[src/rtl/adc_frame_packer.sv]
// adc_frame_packer
//   Groups 16-bit ADC samples into fixed-length frames, packs two samples per
//   32-bit word behind a {frame_cnt, HEADER_TAG} header word, buffers the words
//   in a small first-word-fall-through FIFO and drives the write side of the
//   host FIFO.
// Ports:
//   clk_100      : system clock, rising edge
//   RST          : synchronous active-high reset
//   start        : one-cycle frame request (ignored while busy)
//   sample_data  : ADC sample
//   sample_valid : sample_data valid this cycle (no backpressure)
//   fifo_full    : host FIFO full
//   fifo_din     : head word of the internal FIFO (0 when empty)
//   fifo_wr_en   : host FIFO write strobe (internal FIFO pops on it)
//   busy         : frame in progress
//   overflow     : sticky, a word was dropped because the internal FIFO was full
//   frame_cnt    : completed frames, mod 2^16
module adc_frame_packer #(
  parameter int unsigned FRAME_LEN  = 1024,
  parameter int unsigned FIFO_DEPTH = 8,
  parameter logic [15:0] HEADER_TAG = 16'hA5A5
) (
  input  logic        clk_100,
  input  logic        RST,
  input  logic        start,
  input  logic [15:0] sample_data,
  input  logic        sample_valid,
  input  logic        fifo_full,
  output logic [31:0] fifo_din,
  output logic        fifo_wr_en,
  output logic        busy,
  output logic        overflow,
  output logic [15:0] frame_cnt
);

  localparam int unsigned PTR_W = (FIFO_DEPTH > 1) ? $clog2(FIFO_DEPTH) : 1;
  localparam int unsigned OCC_W = $clog2(FIFO_DEPTH + 1);
  localparam int unsigned CNT_W = (FRAME_LEN > 1) ? $clog2(FRAME_LEN) : 1;
  localparam logic [OCC_W-1:0] OCC_FULL = OCC_W'(FIFO_DEPTH);
  localparam logic [CNT_W-1:0] CNT_LAST = CNT_W'(FRAME_LEN - 1);

  typedef enum logic [1:0] {
    IDLE    = 2'd0,
    HDR     = 2'd1,
    COLLECT = 2'd2
  } state_t;

  state_t             state_q, state_d;
  logic [CNT_W-1:0]   sample_cnt_q, sample_cnt_d;
  logic [15:0]        low_q, low_d;
  logic [15:0]        frame_cnt_q, frame_cnt_d;
  logic               overflow_q, overflow_d;
  logic [PTR_W-1:0]   wr_ptr_q, wr_ptr_d;
  logic [PTR_W-1:0]   rd_ptr_q, rd_ptr_d;
  logic [OCC_W-1:0]   occ_q, occ_d;
  logic [31:0]        mem_q [FIFO_DEPTH];
  logic [31:0]        mem_d [FIFO_DEPTH];

  logic               push_c;
  logic [31:0]        push_word_c;
  logic               push_ok_c;
  logic               pop_c;
  logic               empty_c;

  // Frame sequencing: header, then samples paired low-half first.
  always_comb begin
    state_d      = state_q;
    sample_cnt_d = sample_cnt_q;
    low_d        = low_q;
    frame_cnt_d  = frame_cnt_q;
    push_c       = 1'b0;
    push_word_c  = 32'h0000_0000;
    unique case (state_q)
      IDLE: begin
        if (start) begin
          state_d = HDR;
        end
      end
      HDR: begin
        push_c      = 1'b1;
        push_word_c = {frame_cnt_q, HEADER_TAG};
        state_d     = COLLECT;
      end
      COLLECT: begin
        if (sample_valid) begin
          sample_cnt_d = sample_cnt_q + CNT_W'(1);
          if (!sample_cnt_q[0]) begin
            low_d = sample_data;
            // A trailing unpaired sample only occurs when FRAME_LEN is odd.
            if (sample_cnt_q == CNT_LAST) begin
              push_c      = 1'b1;
              push_word_c = {16'h0000, sample_data};
            end
          end else begin
            push_c      = 1'b1;
            push_word_c = {sample_data, low_q};
          end
          if (sample_cnt_q == CNT_LAST) begin
            state_d      = IDLE;
            sample_cnt_d = '0;
            frame_cnt_d  = frame_cnt_q + 16'd1;
          end
        end
      end
      default: begin
        state_d = IDLE;
      end
    endcase
  end

  // Word FIFO: a push into a full FIFO still lands if the head leaves this cycle.
  always_comb begin
    empty_c    = (occ_q == '0);
    pop_c      = !empty_c && !fifo_full;
    push_ok_c  = push_c && ((occ_q != OCC_FULL) || pop_c);
    overflow_d = overflow_q | (push_c & ~push_ok_c);
    mem_d      = mem_q;
    wr_ptr_d   = wr_ptr_q;
    rd_ptr_d   = rd_ptr_q;
    occ_d      = occ_q;
    if (push_ok_c) begin
      mem_d[wr_ptr_q] = push_word_c;
      wr_ptr_d        = wr_ptr_q + PTR_W'(1);
    end
    if (pop_c) begin
      rd_ptr_d = rd_ptr_q + PTR_W'(1);
    end
    unique case ({push_ok_c, pop_c})
      2'b10:   occ_d = occ_q + OCC_W'(1);
      2'b01:   occ_d = occ_q - OCC_W'(1);
      default: occ_d = occ_q;
    endcase
  end

  // Control state, counters and pointers.
  always_ff @(posedge clk_100) begin
    if (RST) begin
      state_q      <= IDLE;
      sample_cnt_q <= '0;
      low_q        <= '0;
      frame_cnt_q  <= '0;
      overflow_q   <= 1'b0;
      wr_ptr_q     <= '0;
      rd_ptr_q     <= '0;
      occ_q        <= '0;
    end else begin
      state_q      <= state_d;
      sample_cnt_q <= sample_cnt_d;
      low_q        <= low_d;
      frame_cnt_q  <= frame_cnt_d;
      overflow_q   <= overflow_d;
      wr_ptr_q     <= wr_ptr_d;
      rd_ptr_q     <= rd_ptr_d;
      occ_q        <= occ_d;
    end
  end

  // Storage needs no reset: occupancy gates what is visible.
  always_ff @(posedge clk_100) begin
    mem_q <= mem_d;
  end

  assign fifo_wr_en = pop_c;
  assign fifo_din   = empty_c ? 32'h0000_0000 : mem_q[rd_ptr_q];
  assign busy       = (state_q != IDLE);
  assign overflow   = overflow_q;
  assign frame_cnt  = frame_cnt_q;

endmodule

[config.mk]
export PLATFORM = sky130hd
export DESIGN_NAME = adc_frame_packer
export DESIGN_NICKNAME = d
export VERILOG_FILES = /design/src/rtl/adc_frame_packer.sv
export SDC_FILE = /design/constraint.sdc
export NUM_CORES = 1
export LEC_CHECK = 0
export ABC_AREA = 0
export BUFFER_PORTS_ARGS = -buffer_cell sky130_fd_sc_hd__buf_2
export CAP_MARGIN = 0
export CORE_AREA = 4 4 200 154
export CTS_CLUSTER_SIZE = 28
export DETAILED_ROUTE_END_ITERATION = 8
export DIE_AREA = 0 0 204 158
export REMOVE_ABC_BUFFERS = 1
export SLEW_MARGIN = 20
export SYNTH_ARGS = -nofsm -noshare
export SYNTH_HDL_FRONTEND = slang
export SYNTH_SLANG_ARGS = --single-unit
[constraint.sdc]
create_clock -name clk_100 -period 11.4 [get_ports clk_100]
set_clock_uncertainty 0.15 [all_clocks]
set_input_delay 0.57 -clock clk_100 [delete_from_list [all_inputs] [get_ports clk_100]]
set_output_delay 0.57 -clock clk_100 [all_outputs]
set_load 0.02 [all_outputs]
==> impl_metrics.yaml <==
outcome:
  status: "finished clean"
logic_synthesis:
  synth.top_cell.area_share: 0.600
  async_flop_share: 0
  yosys_warnings: 0
  ys_ff_latch: 311
  ys_types: 48
  yosysTopAreaCell: "edfxtp_1"
  synth_flop_cell: "edfxtp_1"
  syn_inst: 813
  synth.area.top_cells: "edfxtp_1 (60%), mux4_2 (11%), dfxtp_1 (8.6%)"
  ys_seq_area_frac: 0.686
  syn-cell-area_um2: 12800
  syn_area_per_cell_um2: 15.8
  synth-edff-count: 256
detailed_routing:
  drtPass1Iterations: 5
  via_per_inst: 5.57
  wl_per_cell_um: 22.6
  ant_nets: 0
  drc_errors: 0
  routed_wl_um: 29500
  vias: 7270
  drt-initial-drc-count: 769
worst_setup_path:
  required_ps: 11450
  crit_type: "reg2reg"
  worst-path-max-fanout: 22
  critPathCaptureType: "flip-flop"
  cp_data_arrival_time_ps: 4430
  startpoint_type: "flip-flop"
global_route:
  grt_max_degree: 67
  grt_antenna_before_repair: 0
  gr-usage-all-layers: 0.186
  grt_pass1_vias: 7302
  grt_pass1_wl_um: 45400
  grt_overflow: 0
clock_tree:
  htreeDepth: 1
  post_cts_buffers: 0
  cts_num_sinks: 311
  hold_buffers: 0
  clk_path_buf_depth: 3
  cts-resized-gates: 0
  cts_made_buffers: 30
  cts_root_buf: "clkbuf_16"
  clkTransAtPathRegs_ps: 70
  cts_tree: "built"
  insertion_delay_ps: 550
floorplan:
  design.core.area_um2: 28700
  ios: 72
  die_height_um: 158
  die_w_um: 204
  num_rows: 54
  die_area_um2: 32200
  start_util: 0.446
pwr:
  ir_worst_vdd_v: 0.000128
  powerDensity_nw_per_um2: 193
  p_leak_nw: 4.78
finish:
  final_common_cell: "edfxtp_1"
  fill_cells: 2390
  nets: 923
  antenna_cells: 0
  layout_common_cells: "edfxtp_1 (256), nor2_1 (83), buf_2 (71), mux4_2 (64), nand2_1 (57)"
  syn_to_final_growth_pct: 13.9
  stdcell_count: 1306
  drive_above_1_share: 0.244
timing:
  period_share: 0.384
  drv_slew: 0
  fmax_ghz: 0.229
  rsz0062_at_grt: "false"
  slew_headroom: 0.272
  setup_tns_ps: 0
  finalSetupViolCount: 0
  final.min_clock_period_ps: 4380
  tightestPinTransition_ps: 1080
  hold_viol_final: 0
place:
  portBuffers: 71
  dp_cells: 1250
  dp_hpwl_um: 17500
  place_congestion: 0.795
run:
  drv_cap: 0
worst_hold_path:
  min_path_type: "in2reg"
## power breakdown
part           switching, mW  internal (mW)  leakage (nW)
Combinational          0.339          0.245          1.36
Sequential            0.0419           1.26          2.97
Clock                  0.409          0.524         0.454
Total                  0.790           2.03          4.78
## worst max-delay path: stages (launching register included)
cell	delay, ps
dfxtp_1	710
ha_1	310
nand3_2	210
or4_4	660
a21oi_1	340
inv_2	210
nor3_2	880
buf_4	530
## per-stage QoR
step / total power, mW / area [um^2] / utilization / hold WS [ps] / worst slack [ps]
6_report: 2.82 / 14600 / 0.509 / 140 / 7020
5_1_grt: 2.95 / 14600 / 0.509 / 138 / 6730
4_1_cts: 2.85 / 14600 / 0.509 / 118 / 7010
3_5_place_dp: 1.92 / 13700 / 0.477 / 288 / 7040
3_3_place_gp: 1.92 / 13700 / 0.477 / 285 / 7200
2_1_floorplan: 1.74 / 12600 / - / 280 / 5320
## per-layer routing
metal  share of wire  routed length [um]  up-vias  track usage
li1                -                   -     3327            -
met1            0.47               14000     3713        0.283
met2            0.45               13400      196        0.288
met3           0.058                1700       34       0.0309
met4           0.018                 524        0       0.0338
met5               0                   0        -            0
## flip-flops by register name (all words and copies together), names as in the netlist
signal / count
frame_cnt: 16
low_q: 16
mem_q: 256
occ_q: 4
overflow: 1
rd_ptr_q: 3
sample_cnt_q: 10
state_q: 2
wr_ptr_q: 3
## final timing paths
check | cells past startpoint | slack (ps) | endpoint | from
worst max register to register | 7 | 7020 | mem_q[30]$_DFFE_PP_ | sample_cnt_q[0]$_SDFFE_PP0P_
worst max-delay path | 7 | 7020 | mem_q[30]$_DFFE_PP_ | sample_cnt_q[0]$_SDFFE_PP0P_
worst min register to register | 2 | 290 | overflow$_SDFF_PP0_ | overflow$_SDFF_PP0_
worst min-delay path | 3 | 140 | low_q[1]$_SDFFE_PP0P_ | sample_data[1]
## kinds of logic after synthesis
group,synth area share
muxes,0.146
and+or+nand+nor,0.0851
DFF,0.686
buffers and inverters,0.0186
AOI/OAI and AO/OA,0.0434
adders and majority gates,0.0117
xor gates and xnor gates,0.00956
## cells in the mapped netlist (all sizes together) (4+ instances only)
master and count:
clkbuf 32, nor3 10, nand2b 6, a21oi 43
o21ai 6, nor2b 7, inv 12, xnor2 7
mux2 8, nor2 83, nand3b 10, edfxtp 256
dfxtp 55, a221oi 8, nand2 58, buf 14
xor2 7, a22oi 16, nand4 9, nor4b 4
mux4 64, nand3 10, o31ai 7, mux2i 34
ha 12, nor4 6, or4 10
## final cells by class
cell class	instances	area [um^2]	area share
well taps	392	490	0.0336
inverters	13	48.8	0.00334
clock buffers	39	816	0.0559
flip-flops and latches	311	8790	0.602
clock inverters	17	104	0.00711
repair buffers	91	505	0.0346
multi-input cells	443	3850	0.263
(Power assumes the default switching activity.)
